## src/rtl/ysyx_22050710_sram_arbiter_if.sv

```systemverilog
// Bus bundle between the fetch unit, the load/store unit, the arbiter and the SRAM.
// The slave modport is the arbiter's view; the master modport is the environment's view.
interface ysyx_22050710_sram_arbiter_if #(
    parameter int ADDR_WD = 64,
    parameter int DATA_WD = 64
);
    localparam int MW = DATA_WD / 8;

    logic               i_if_req;
    logic [ADDR_WD-1:0] i_if_addr;
    logic               o_if_gnt;
    logic               o_if_rvalid;
    logic [DATA_WD-1:0] o_if_rdata;

    logic               i_ls_req;
    logic               i_ls_wen;
    logic [MW-1:0]      i_ls_wmask;
    logic [ADDR_WD-1:0] i_ls_addr;
    logic [DATA_WD-1:0] i_ls_wdata;
    logic               o_ls_gnt;
    logic               o_ls_rvalid;
    logic [DATA_WD-1:0] o_ls_rdata;

    logic               o_mem_req;
    logic               o_mem_wen;
    logic [MW-1:0]      o_mem_wmask;
    logic [ADDR_WD-1:0] o_mem_addr;
    logic [DATA_WD-1:0] o_mem_wdata;
    logic               i_mem_gnt;
    logic               i_mem_rvalid;
    logic [DATA_WD-1:0] i_mem_rdata;

    logic               o_proto_err;

    modport slave (
        input  i_if_req, i_if_addr,
        output o_if_gnt, o_if_rvalid, o_if_rdata,
        input  i_ls_req, i_ls_wen, i_ls_wmask, i_ls_addr, i_ls_wdata,
        output o_ls_gnt, o_ls_rvalid, o_ls_rdata,
        output o_mem_req, o_mem_wen, o_mem_wmask, o_mem_addr, o_mem_wdata,
        input  i_mem_gnt, i_mem_rvalid, i_mem_rdata,
        output o_proto_err
    );

    modport master (
        output i_if_req, i_if_addr,
        input  o_if_gnt, o_if_rvalid, o_if_rdata,
        output i_ls_req, i_ls_wen, i_ls_wmask, i_ls_addr, i_ls_wdata,
        input  o_ls_gnt, o_ls_rvalid, o_ls_rdata,
        input  o_mem_req, o_mem_wen, o_mem_wmask, o_mem_addr, o_mem_wdata,
        output i_mem_gnt, i_mem_rvalid, i_mem_rdata,
        input  o_proto_err
    );
endinterface

```

## src/rtl/ysyx_22050710_sram_arbiter.sv

```systemverilog
// Two-requester (fetch, load/store) arbiter onto a single SRAM port, one transaction in flight.
// LSU has priority, bounded by a streak counter so a waiting fetch is never starved.
module ysyx_22050710_sram_arbiter #(
    parameter int ADDR_WD       = 64,
    parameter int DATA_WD       = 64,
    parameter int MAX_LS_STREAK = 3
) (
    input logic                         i_clk,
    input logic                         i_rst,
    ysyx_22050710_sram_arbiter_if.slave bus
);
    localparam int MW = DATA_WD / 8;
    localparam int SW = (MAX_LS_STREAK < 1) ? 1 : $clog2(MAX_LS_STREAK + 1);
    localparam logic [SW-1:0] STREAK_MAX = SW'(MAX_LS_STREAK);

    typedef enum logic [1:0] {IDLE, REQ, RESP} state_e;
    typedef enum logic {OWN_IF, OWN_LS} owner_e;

    state_e             state_q, state_d;
    owner_e             owner_q, owner_d;
    logic [ADDR_WD-1:0] addr_q, addr_d;
    logic               wen_q, wen_d;
    logic [MW-1:0]      wmask_q, wmask_d;
    logic [DATA_WD-1:0] wdata_q, wdata_d;
    logic [SW-1:0]      streak_q, streak_d;
    logic               proto_err_q, proto_err_d;

    logic ls_win, if_win, ls_gnt, if_gnt, resp_done;

    // A fetch that has watched MAX_LS_STREAK LSU grants in a row takes the next slot.
    assign ls_win    = bus.i_ls_req && !(bus.i_if_req && (streak_q == STREAK_MAX));
    assign if_win    = bus.i_if_req && !ls_win;
    assign ls_gnt    = (state_q == IDLE) && !i_rst && ls_win;
    assign if_gnt    = (state_q == IDLE) && !i_rst && if_win;
    assign resp_done = (state_q == RESP) && bus.i_mem_rvalid;

    // NOTE: sequential state uses non-blocking (<=) so every register samples pre-edge values.
    always_ff @(posedge i_clk or posedge i_rst) begin
        if (i_rst) begin
            state_q <= IDLE;
        end else begin
            state_q <= state_d;
        end
    end

    // NOTE: every always_comb output gets a default first, so no path can infer a latch.
    always_comb begin
        state_d = state_q;
        unique case (state_q)
            IDLE:    if (ls_gnt || if_gnt) state_d = REQ;
            REQ:     if (bus.i_mem_gnt)    state_d = RESP;
            RESP:    if (bus.i_mem_rvalid) state_d = IDLE;
            default: state_d = IDLE;
        endcase
    end

    always_comb begin
        bus.o_if_gnt    = if_gnt;
        bus.o_ls_gnt    = ls_gnt;
        bus.o_mem_req   = (state_q == REQ) && !i_rst;
        bus.o_if_rvalid = resp_done && !i_rst && (owner_q == OWN_IF);
        bus.o_ls_rvalid = resp_done && !i_rst && (owner_q == OWN_LS);
        bus.o_if_rdata  = bus.i_mem_rdata;
        bus.o_ls_rdata  = bus.i_mem_rdata;
        bus.o_proto_err = proto_err_q;
        bus.o_mem_wen   = 1'b0;
        bus.o_mem_wmask = '0;
        bus.o_mem_addr  = '0;
        bus.o_mem_wdata = '0;
        if (state_q != IDLE) begin
            bus.o_mem_wen   = wen_q;
            bus.o_mem_wmask = wmask_q;
            bus.o_mem_addr  = addr_q;
            bus.o_mem_wdata = wdata_q;
        end
    end

    always_comb begin
        owner_d     = owner_q;
        addr_d      = addr_q;
        wen_d       = wen_q;
        wmask_d     = wmask_q;
        wdata_d     = wdata_q;
        streak_d    = streak_q;
        proto_err_d = proto_err_q || (bus.i_mem_rvalid && (state_q != RESP));
        if (ls_gnt) begin
            owner_d  = OWN_LS;
            addr_d   = bus.i_ls_addr;
            wen_d    = bus.i_ls_wen;
            wmask_d  = bus.i_ls_wmask;
            wdata_d  = bus.i_ls_wdata;
            if (!bus.i_if_req)              streak_d = '0;
            else if (streak_q != STREAK_MAX) streak_d = streak_q + 1'b1;
        end else if (if_gnt) begin
            owner_d  = OWN_IF;
            addr_d   = bus.i_if_addr;
            wen_d    = 1'b0;
            wmask_d  = '0;
            wdata_d  = '0;
            streak_d = '0;
        end
    end

    always_ff @(posedge i_clk or posedge i_rst) begin
        if (i_rst) begin
            owner_q     <= OWN_IF;
            addr_q      <= '0;
            wen_q       <= 1'b0;
            wmask_q     <= '0;
            wdata_q     <= '0;
            streak_q    <= '0;
            proto_err_q <= 1'b0;
        end else begin
            owner_q     <= owner_d;
            addr_q      <= addr_d;
            wen_q       <= wen_d;
            wmask_q     <= wmask_d;
            wdata_q     <= wdata_d;
            streak_q    <= streak_d;
            proto_err_q <= proto_err_d;
        end
    end
endmodule

```

## src/flat_wrapper.sv

```systemverilog
// flat-port wrapper written by rule: the top's interface ports become plain ports
module ysyx_22050710_sram_arbiter_flat 
#(
    parameter int ADDR_WD       = 64,
    parameter int DATA_WD       = 64,
    parameter int MAX_LS_STREAK = 3
)
  (i_clk, i_rst, bus_i_if_req, bus_i_if_addr, bus_o_if_gnt, bus_o_if_rvalid, bus_o_if_rdata, bus_i_ls_req, bus_i_ls_wen, bus_i_ls_wmask, bus_i_ls_addr, bus_i_ls_wdata, bus_o_ls_gnt, bus_o_ls_rvalid, bus_o_ls_rdata, bus_o_mem_req, bus_o_mem_wen, bus_o_mem_wmask, bus_o_mem_addr, bus_o_mem_wdata, bus_i_mem_gnt, bus_i_mem_rvalid, bus_i_mem_rdata, bus_o_proto_err);
  ysyx_22050710_sram_arbiter_if #(.ADDR_WD(ADDR_WD), .DATA_WD(DATA_WD)) bus_i ();
  input logic i_clk;
  input logic i_rst;
  input wire logic [$bits(bus_i.i_if_req)-1:0] bus_i_if_req;
  input wire logic [$bits(bus_i.i_if_addr)-1:0] bus_i_if_addr;
  output wire logic [$bits(bus_i.o_if_gnt)-1:0] bus_o_if_gnt;
  output wire logic [$bits(bus_i.o_if_rvalid)-1:0] bus_o_if_rvalid;
  output wire logic [$bits(bus_i.o_if_rdata)-1:0] bus_o_if_rdata;
  input wire logic [$bits(bus_i.i_ls_req)-1:0] bus_i_ls_req;
  input wire logic [$bits(bus_i.i_ls_wen)-1:0] bus_i_ls_wen;
  input wire logic [$bits(bus_i.i_ls_wmask)-1:0] bus_i_ls_wmask;
  input wire logic [$bits(bus_i.i_ls_addr)-1:0] bus_i_ls_addr;
  input wire logic [$bits(bus_i.i_ls_wdata)-1:0] bus_i_ls_wdata;
  output wire logic [$bits(bus_i.o_ls_gnt)-1:0] bus_o_ls_gnt;
  output wire logic [$bits(bus_i.o_ls_rvalid)-1:0] bus_o_ls_rvalid;
  output wire logic [$bits(bus_i.o_ls_rdata)-1:0] bus_o_ls_rdata;
  output wire logic [$bits(bus_i.o_mem_req)-1:0] bus_o_mem_req;
  output wire logic [$bits(bus_i.o_mem_wen)-1:0] bus_o_mem_wen;
  output wire logic [$bits(bus_i.o_mem_wmask)-1:0] bus_o_mem_wmask;
  output wire logic [$bits(bus_i.o_mem_addr)-1:0] bus_o_mem_addr;
  output wire logic [$bits(bus_i.o_mem_wdata)-1:0] bus_o_mem_wdata;
  input wire logic [$bits(bus_i.i_mem_gnt)-1:0] bus_i_mem_gnt;
  input wire logic [$bits(bus_i.i_mem_rvalid)-1:0] bus_i_mem_rvalid;
  input wire logic [$bits(bus_i.i_mem_rdata)-1:0] bus_i_mem_rdata;
  output wire logic [$bits(bus_i.o_proto_err)-1:0] bus_o_proto_err;
  assign bus_i.i_if_req = bus_i_if_req;
  assign bus_i.i_if_addr = bus_i_if_addr;
  assign bus_o_if_gnt = bus_i.o_if_gnt;
  assign bus_o_if_rvalid = bus_i.o_if_rvalid;
  assign bus_o_if_rdata = bus_i.o_if_rdata;
  assign bus_i.i_ls_req = bus_i_ls_req;
  assign bus_i.i_ls_wen = bus_i_ls_wen;
  assign bus_i.i_ls_wmask = bus_i_ls_wmask;
  assign bus_i.i_ls_addr = bus_i_ls_addr;
  assign bus_i.i_ls_wdata = bus_i_ls_wdata;
  assign bus_o_ls_gnt = bus_i.o_ls_gnt;
  assign bus_o_ls_rvalid = bus_i.o_ls_rvalid;
  assign bus_o_ls_rdata = bus_i.o_ls_rdata;
  assign bus_o_mem_req = bus_i.o_mem_req;
  assign bus_o_mem_wen = bus_i.o_mem_wen;
  assign bus_o_mem_wmask = bus_i.o_mem_wmask;
  assign bus_o_mem_addr = bus_i.o_mem_addr;
  assign bus_o_mem_wdata = bus_i.o_mem_wdata;
  assign bus_i.i_mem_gnt = bus_i_mem_gnt;
  assign bus_i.i_mem_rvalid = bus_i_mem_rvalid;
  assign bus_i.i_mem_rdata = bus_i_mem_rdata;
  assign bus_o_proto_err = bus_i.o_proto_err;
  ysyx_22050710_sram_arbiter #(.ADDR_WD(ADDR_WD), .DATA_WD(DATA_WD), .MAX_LS_STREAK(MAX_LS_STREAK)) u_core (.i_clk(i_clk), .i_rst(i_rst), .bus(bus_i));
endmodule
```

## config.mk

```make
export PLATFORM = sky130hd
export DESIGN_NAME = ysyx_22050710_sram_arbiter_flat
export DESIGN_NICKNAME = d
export VERILOG_FILES = /design/src/rtl/ysyx_22050710_sram_arbiter_if.sv /design/src/rtl/ysyx_22050710_sram_arbiter.sv /design/src/flat_wrapper.sv
export SDC_FILE = /design/constraint.sdc
export NUM_CORES = 1
export LEC_CHECK = 0
export ABC_AREA = 1
export CAP_MARGIN = 40
export CORE_AREA = 8 8 203 205
export CTS_BUF_LIST = sky130_fd_sc_hd__clkbuf_8
export CTS_CLUSTER_DIAMETER = 200
export DETAILED_ROUTE_END_ITERATION = 12
export DIE_AREA = 0 0 211 213
export DONT_BUFFER_PORTS = 1
export PLACE_DENSITY = 0.39
export SLEW_MARGIN = 20
export SYNTH_ARGS = -nofsm -noshare
export SYNTH_HDL_FRONTEND = slang
export SYNTH_SLANG_ARGS = --single-unit
```

## constraint.sdc

```tcl
create_clock -name i_clk -period 4.4 [get_ports i_clk]
set_input_delay 0.44 -clock i_clk [delete_from_list [all_inputs] [get_ports i_clk]]
set_output_delay 0.44 -clock i_clk [all_outputs]
set_load 0.03 [all_outputs]
```

Word level (Yosys, flattened, before mapping)
Cells that the tools add are included.

operators by class
  bitwise operators = 1
  reductions and logical operators = 22
  eq/ne operators = 9
  multiplexer cells = 21
  add/subtract/negate cells = 1

operator list
  operator                                       number
  two-way mux 64 bit                             6
  two-way mux 8 bit                              3
  two-way mux 2 bit                              7
  logical AND 1 bit                              12
  inequality test 2 bit, second input constant   5
  case mux 2 bit (3 select lines)                1
  == test 2 bit, second input constant           2
  two-way mux 1 bit                              4
  nonzero test 2 bit                             2
  logical NOT 1 bit                              3
  inequality test 3 bit, second input constant   1
  AND reduction 3 bit                            1
  adder 2 x 1 -> 2 bit, second input constant    1
  == test 2 x 1 -> 1 bit, second input constant  1
  logical NOT 2 bit                              1
  logical OR 1 bit                               2
  AND reduction 2 bit                            1
  NOT 1 bit                                      1

word-level totals
  logic and storage cells = 62
  bits in registers = 143

Depth between registers and ports, before layout
Gate-level depths: netlist of run 1.

  depth in word-level cells = 10
  gate-level depth with buffers = 9

Worst setup path after synthesis of run 1
OpenSTA, ideal clock, no wires.

  kind = input port to output port
  start = input port i_rst
  end = output port bus_o_if_gnt
  stages on the path = 3
  path slack = -0.373 ns
  arrival = 4.333 ns
  path buffers = 0
  data required time = 3.960 ns
  path through = inv_1 -> nand3_1 -> nor2_1

on the way
  cells in the longest elaborated chain, start to end = 3

ends and longest elaborated chain
  element                         RTL line                          source
  start: declaration              flat_wrapper.sv:11                input logic i_rst;
  logical NOT 1 bit               ysyx_22050710_sram_arbiter.sv:34  assign if_gnt = (state_q == IDLE) && !i_rst && if_win;
  logical AND 1 bit (2 in a row)  ysyx_22050710_sram_arbiter.sv:34
  end: declaration                flat_wrapper.sv:14                output wire logic [$bits(bus_i.o_if_gnt)-1:0] bus_o_if_gnt;

Every way passes these cells.

Worst setup path in the final report of run 1
  start = input port i_rst
  end = output port bus_o_ls_rvalid

on the way
  cells in the longest elaborated chain, start to end = 3

ends and longest elaborated chain
  element                         RTL line                          source
  logical NOT 1 bit               ysyx_22050710_sram_arbiter.sv:62  bus.o_ls_rvalid = resp_done && !i_rst && (owner_q == OWN_LS);
  logical AND 1 bit (2 in a row)  ysyx_22050710_sram_arbiter.sv:62
  end: declaration                flat_wrapper.sv:23                output wire logic [$bits(bus_i.o_ls_rvalid)-1:0] bus_o_ls_rvalid;

Every way passes these cells.

==> reports/qor.yml, run 1 <==
status:
  status: "finished, final reports clean"
timing:
  worst_slack_ns: 1.29
  worst_slew_pin_slew_ns: 0.757
  min_period_ns: 3.11
  hold_viol_final: 0
  setup_viol: 0
  tns_ns: 0
  worst_clock_skew_ns: 0.0119
  max_freq_mhz: 321
  post-route-period-util: 0.707
  drv_slew: 0
  rsz0062_at_grt: "no"
  relSlewSlack: 0.493
setup_path:
  r2r_setup_slack_ns: 1.83
  startpoint_type: "input port"
  r2r_start: "u_core.streak_q[0]"
  critPathLaunch: "i_rst"
  timing.rr.end: "u_core.addr_q[13]"
  critPathArrivalTime_ns: 2.67
  critical_path_class: "input port to output port"
  worstPathMaxFanout: 48
  timing.critical_path.to_type: "output port"
  r2r_cells: 9
  cp-endpoint: "bus_o_ls_rvalid"
  cp.required_ns: 3.96
grt:
  grt_pass1_wl_mm: 42.9
  antenna_found_initial: 1
  grt_pass1_vias: 6869
  grt-ovfl-total: 0
  grtUsageTotal: 0.126
  grt_max_degree: 64
floorplanning:
  initial_core_util: 0.226
  ioPinCount: 542
  num_rows: 72
  die_area_sq_um: 44900
  core_area_sq_um: 38100
  die_h_um: 213
  die_w_um: 211
power:
  finalPower_mw: 6.51
  switching_share: 0.511
  leakage_nw: 4.22
  p_per_area_nw_per_um2: 755
  p_comb_frac: 0.481
  power_frac_clock: 0.189
  p_int_mw: 3.18
  p_sw_mw: 3.33
  peakVddDrop_mv: 0.228
  p_seq_frac: 0.330
clocking:
  clkSinkCount: 143
  cts-root-buf: "clkbuf_8"
  h-tree-depth: 4
  cts_buffers: 17
  cts_tree: "built"
  cts_buffer_depth: 2
  post_cts_resized: 0
  clkLatencyLatePin_ns: 0.47
  cts.clk_slew.worst_paths_ns: 0.09
detailed_routing:
  wire_per_inst_um: 18.7
  drt_wl_total_mm: 29.0
  detailroute.via_count: 6403
  routed_via_density: 4.12
  drt_iter0_drc: 385
  drcViolationCount: 0
  drtPass1Iterations: 5
  drt.antenna.violating_nets: 0
layout:
  nets: 1294
  n_fill_cell: 4346
  area_growth_pct: 0.174
  design_area_sq_um: 8630
  drive_gt1_frac: 0.0560
yosys:
  netlist_instances: 1183
  ys_warn_count: 0
  ys_seq_elements: 143
  ys_types: 19
  syn-num-nets: 1455
  synthesis.area_sq_um: 8610
  synth.yosys.seq_area_share: 0.416
  synth.avg_cell_area_sq_um: 7.28
run:
  cap_viol_max_count: 0
placement:
  gp_congestion: 0.747
  portBuffers: 0
  hpwl_mm: 21.7
  place_area_sq_um: 8130
  post-place-ws_ns: 1.43
min_path:
  hold_class: "input port to flip-flop"
[worst min-delay path by stage]
stage / start / endpoint / slack [ns] / depth (start not counted)
after floorplan: u_core.streak_q[1] / u_core.streak_q[1] / 0.45 / 2
after global placement: i_rst / u_core.bus.o_proto_err / 0.40 / 1
after detailed placement: i_rst / u_core.bus.o_proto_err / 0.42 / 1
after CTS: bus_i_ls_wdata[55] / u_core.wdata_q[55] / 0.02 / 2
after global routing: bus_i_mem_gnt / u_core.state_q[0] / 0.03 / 1
final: bus_i_ls_wdata[58] / u_core.wdata_q[58] / 0.08 / 2
[cells by family after synthesis]
kind of cell / Yosys count / share of synthesized area
AOI/OAI and AO/OA: 142 / 0.102
buffers and inverters: 410 / 0.247
adders and majority gates: 1 / 0.00145
DFF: 143 / 0.416
and+or+nand+nor: 487 / 0.234
[synth_stat cells]
library cell | count | area (sq um)
inv_1 | 208 | 781
nand2_1 | 206 | 773
dfrtp_1 | 143 | 3580
nor2_1 | 143 | 537
buf_4 | 133 | 998
nand3_1 | 133 | 666
o21bai_1 | 63 | 473
buf_2 | 49 | 245
o21ai_0 | 47 | 235
o21ai_1 | 30 | 150
clkbuf_1 | 15 | 56.3
buf_6 | 4 | 45.0
nand2_2 | 2 | 12.5
nor2_4 | 2 | 22.5
a21o_1 | 1 | 7.51
a21oi_2 | 1 | 8.76
ha_1 | 1 | 12.5
inv_2 | 1 | 3.75
nand4_1 | 1 | 6.26
[area by class of cell]
| type | count | area [sq um] | share of cell area |
|---|---|---|---|
| Multi-Input combinational cell | 630 | 2920 | 0.338 |
| Inverter | 209 | 788 | 0.0914 |
| Tap cell | 518 | 648 | 0.0751 |
| Sequential cell | 143 | 3580 | 0.415 |
| Timing Repair Buffer | 21 | 238 | 0.0276 |
| Clock inverter | 15 | 219 | 0.0254 |
| Antenna cell | 1 | 2.50 | 0.000290 |
| Clock buffer | 17 | 234 | 0.0271 |
[state kept, by name, indices dropped and copies added (netlist names)]
register                count
u_core.wen_q                1
u_core.addr_q              64
u_core.bus.o_proto_err      1
u_core.streak_q             2
u_core.state_q              2
u_core.wdata_q             64
u_core.wmask_q              8
u_core.owner_q              1
[worst max-delay path, stage by stage]
cell and delay, ns:
dlygate4sd3_1 0.58, clkinvlp_4 0.41, buf_4 0.31, buf_16 0.25, nand3_1 0.14, nor2_1 0.52
[per-layer routing]
metal  GRT usage  share of wire
met1       0.147           0.41
met4      0.0584          0.033
met3      0.0492          0.081
met2       0.201           0.48
met5           0              0
[per-stage QoR]
stage                     utilization  hold slack (ns)  instances
after detailed placement        0.213            0.420       1519
after global routing            0.226           0.0274       1554
final                           0.226           0.0791       1554
after global placement          0.211            0.402       1515
after CTS                       0.226           0.0195       1552
after floorplan                     -            0.446       1183
[layout by cell type (no fill, tap or decap), types with 2 or more instances in the layout]
cell type / count
inv_2: 2
nor2_4: 3
clkinvlp_4: 3
nand2_2: 2
buf_4: 14
clkbuf_8: 17
nor2_1: 142
bufinv_16: 5
o21ai_0: 47
inv_6: 2
o21bai_1: 63
inv_1: 209
nand2_1: 206
buf_12: 4
o21ai_1: 30
dfrtp_1: 143
nand3_1: 133
[power by group through the flow]
| stage | Clock, mW | Sequential, mW | Combinational, mW |
|---|---|---|---|
| after floorplan | 0 | 2.10 | 2.82 |
| after global placement | 0 | 2.18 | 3.17 |
| after global routing | 1.35 | 2.22 | 3.48 |
| after detailed placement | 0 | 2.17 | 3.22 |
| after CTS | 1.30 | 2.15 | 3.22 |
| final | 1.23 | 2.15 | 3.13 |
[repair_timing]
item,4_1_cts,5_1_grt
setup buffers,0,0
endpoints found under the setup margin,0,0
hold buffers,1,0
endpoints found under the hold margin,19,0
No activity file was read; power rests on OpenSTA's default activity.
==> inputs of run 2 (changes only) <==
- PLACE_DENSITY: 0.39 -> 0.38
- clock period: 4.4 -> 3.2 ns (I/O delays scaled with it)
==> reports/qor.yml, run 2 (synthesis results as in run 1) <==
status:
  status: "finished, final reports clean"
setup_path:
  critPathMaxStageDelay_ns: 0.68
  critPathBufInv: 1
  cp.required_ns: 2.88
  startpoint_type: "flip-flop"
  cp_cell_sequence: "ha_1, nand2_1, nand2_4, nor2_4, buf_12"
  cp_slowest_cell: "nor2_4"
  timing.critical_path.to_type: "output port"
  worstPathMaxFanout: 25
  critPathArrivalTime_ns: 2.35
  critical_path_class: "flip-flop to output port"
  critical-path-top-delay-family: "simple AND/OR/NAND/NOR gates"
detailed_routing:
  drt.antenna.violating_nets: 0
  drt_iter0_drc: 395
  drt_wl_total_mm: 29.7
  wl_met1_mm: 11.7
  top_layer_used: "met4"
  wl_met2_mm: 14.9
  wire_per_inst_um: 18.1
  detailroute.via_count: 6917
  routed_via_density: 4.23
  drtPass1Iterations: 5
  met3_length_mm: 2.09
  drcViolationCount: 0
placement:
  gp_congestion: 0.745
  portBuffers: 0
  place_inst: 1519
  post-place-ws_ns: 0.967
  hpwl_mm: 20.6
power:
  leakage_nw: 4.54
  peakVddDrop_mv: 0.481
  p_per_area_nw_per_um2: 949
clocking:
  post_cts_buffers: 0
  cts-root-buf: "clkbuf_8"
  cts_tree: "built"
  post_cts_resized: 0
  cts_buffers: 17
  clkSinkCount: 143
  cts.clk_slew.worst_paths_ns: 0.09
  h-tree-depth: 4
  clkLatencyLatePin_ns: 0.48
  cts_buffer_depth: 2
  cts_hold_buffers: 80
timing:
  relSlewSlack: 0.477
  drv_slew: 0
  hold_viol_final: 0
  post-route-period-util: 0.833
  holdWs_ns: 0.0656
  worst_clock_skew_ns: 0.0196
  rsz0062_at_grt: "no"
  max_freq_mhz: 375
  min_period_ns: 2.67
  worst_slew_pin_slew_ns: 0.785
  worst_slack_ns: 0.533
  setup_viol: 0
grt:
  grt_pass1_vias: 7510
  grt_max_degree: 139
  grt-ovfl-total: 0
  antenna_found_initial: 4
  grt_pass1_wl_mm: 44.9
  grtUsageTotal: 0.129
floorplanning:
  num_rows: 72
  core_area_sq_um: 38100
  die_w_um: 211
  die_area_sq_um: 44900
  initial_core_util: 0.226
  ioPinCount: 542
  die_h_um: 213
layout:
  nets: 1373
  fin_cells: 1636
  largestRegisters: "u_core.addr_q: 64 flops, u_core.wdata_q: 64 flops, u_core.wmask_q: 8 flops"
  most-common-layout-cells: "inv_1 (209), nand2_1 (206), dfrtp_1 (143)"
  n_fill_cell: 4334
  drive_gt1_frac: 0.0539
  final_common_cell: "inv_1"
  area_growth_pct: 9.25
run:
  cap_viol_max_count: 0
min_path:
  hold_class: "input port to flip-flop"
==> run 2: cell count changes in the layout (fill, tap and decap cells not counted), moves of 2 or more <==
cell and delta:
nand2_2 -2, nand2_4 +2, dlygate4sd3_1 +79, o21ai_0 -7, bufinv_16 -2, diode_2 +3, o21ai_1 +7, clkinvlp_4 +2
==> run 2: routing by layer <==
metal  GRT usage  vias to the layer above
met5           0                        -
met3      0.0446                       72
li1            -                     3286
met4      0.0649                        0
met2       0.216                      279
met1       0.146                     3280
==> run 2: worst paths after layout <==
check,endpoint,from,depth (start not counted),slack [ns]
min in group asynchronous,u_core.addr_q[39],i_rst,3,0.41
setup / recovery,bus_o_ls_gnt,u_core.streak_q[0],5,0.53
hold reg to reg,u_core.addr_q[38],u_core.addr_q[38],2,0.48
hold / removal,u_core.addr_q[37],bus_i_if_addr[37],3,0.07
setup reg to reg,u_core.addr_q[14],u_core.streak_q[0],7,0.63
max in group asynchronous,u_core.wdata_q[50],i_rst,4,1.52
==> run 2: final cells by class <==
type                    instances  area [sq um]  area share
multi-input cells             630          2940       0.312
flip-flops and latches        143          3580       0.380
inverters                     209           788      0.0838
repair buffers                100          1030       0.110
clock buffers                  18           248      0.0263
well taps                     518           648      0.0689
diodes                          4          10.0     0.00106
clock inverters                14           166      0.0177
==> run 2: stage by stage <==
stage | total power [mW] | util | setup TNS, ns | area, sq um
final | 8.92 | 0.247 | 0 | 9410
after global routing | 9.65 | 0.247 | 0 | 9400
after detailed placement | 7.38 | 0.214 | 0 | 8160
after CTS | 9.13 | 0.246 | 0 | 9370
after floorplan | 6.82 | - | -15.79 | 8670
after global placement | 7.36 | 0.214 | 0 | 8160
==> run 2: power breakdown <==
part           internal (mW)  switching, mW  total (mW)
combinational          0.909           3.49        4.40
sequential              2.61          0.329        2.94
clock                  0.790          0.789        1.58
total                   4.31           4.61        8.92
==> run 2: tightest hold or removal path, stage by stage <==
cell      delay (ns)
o21bai_1        0.08
nand3_1         0.06
nand2_1         0.05
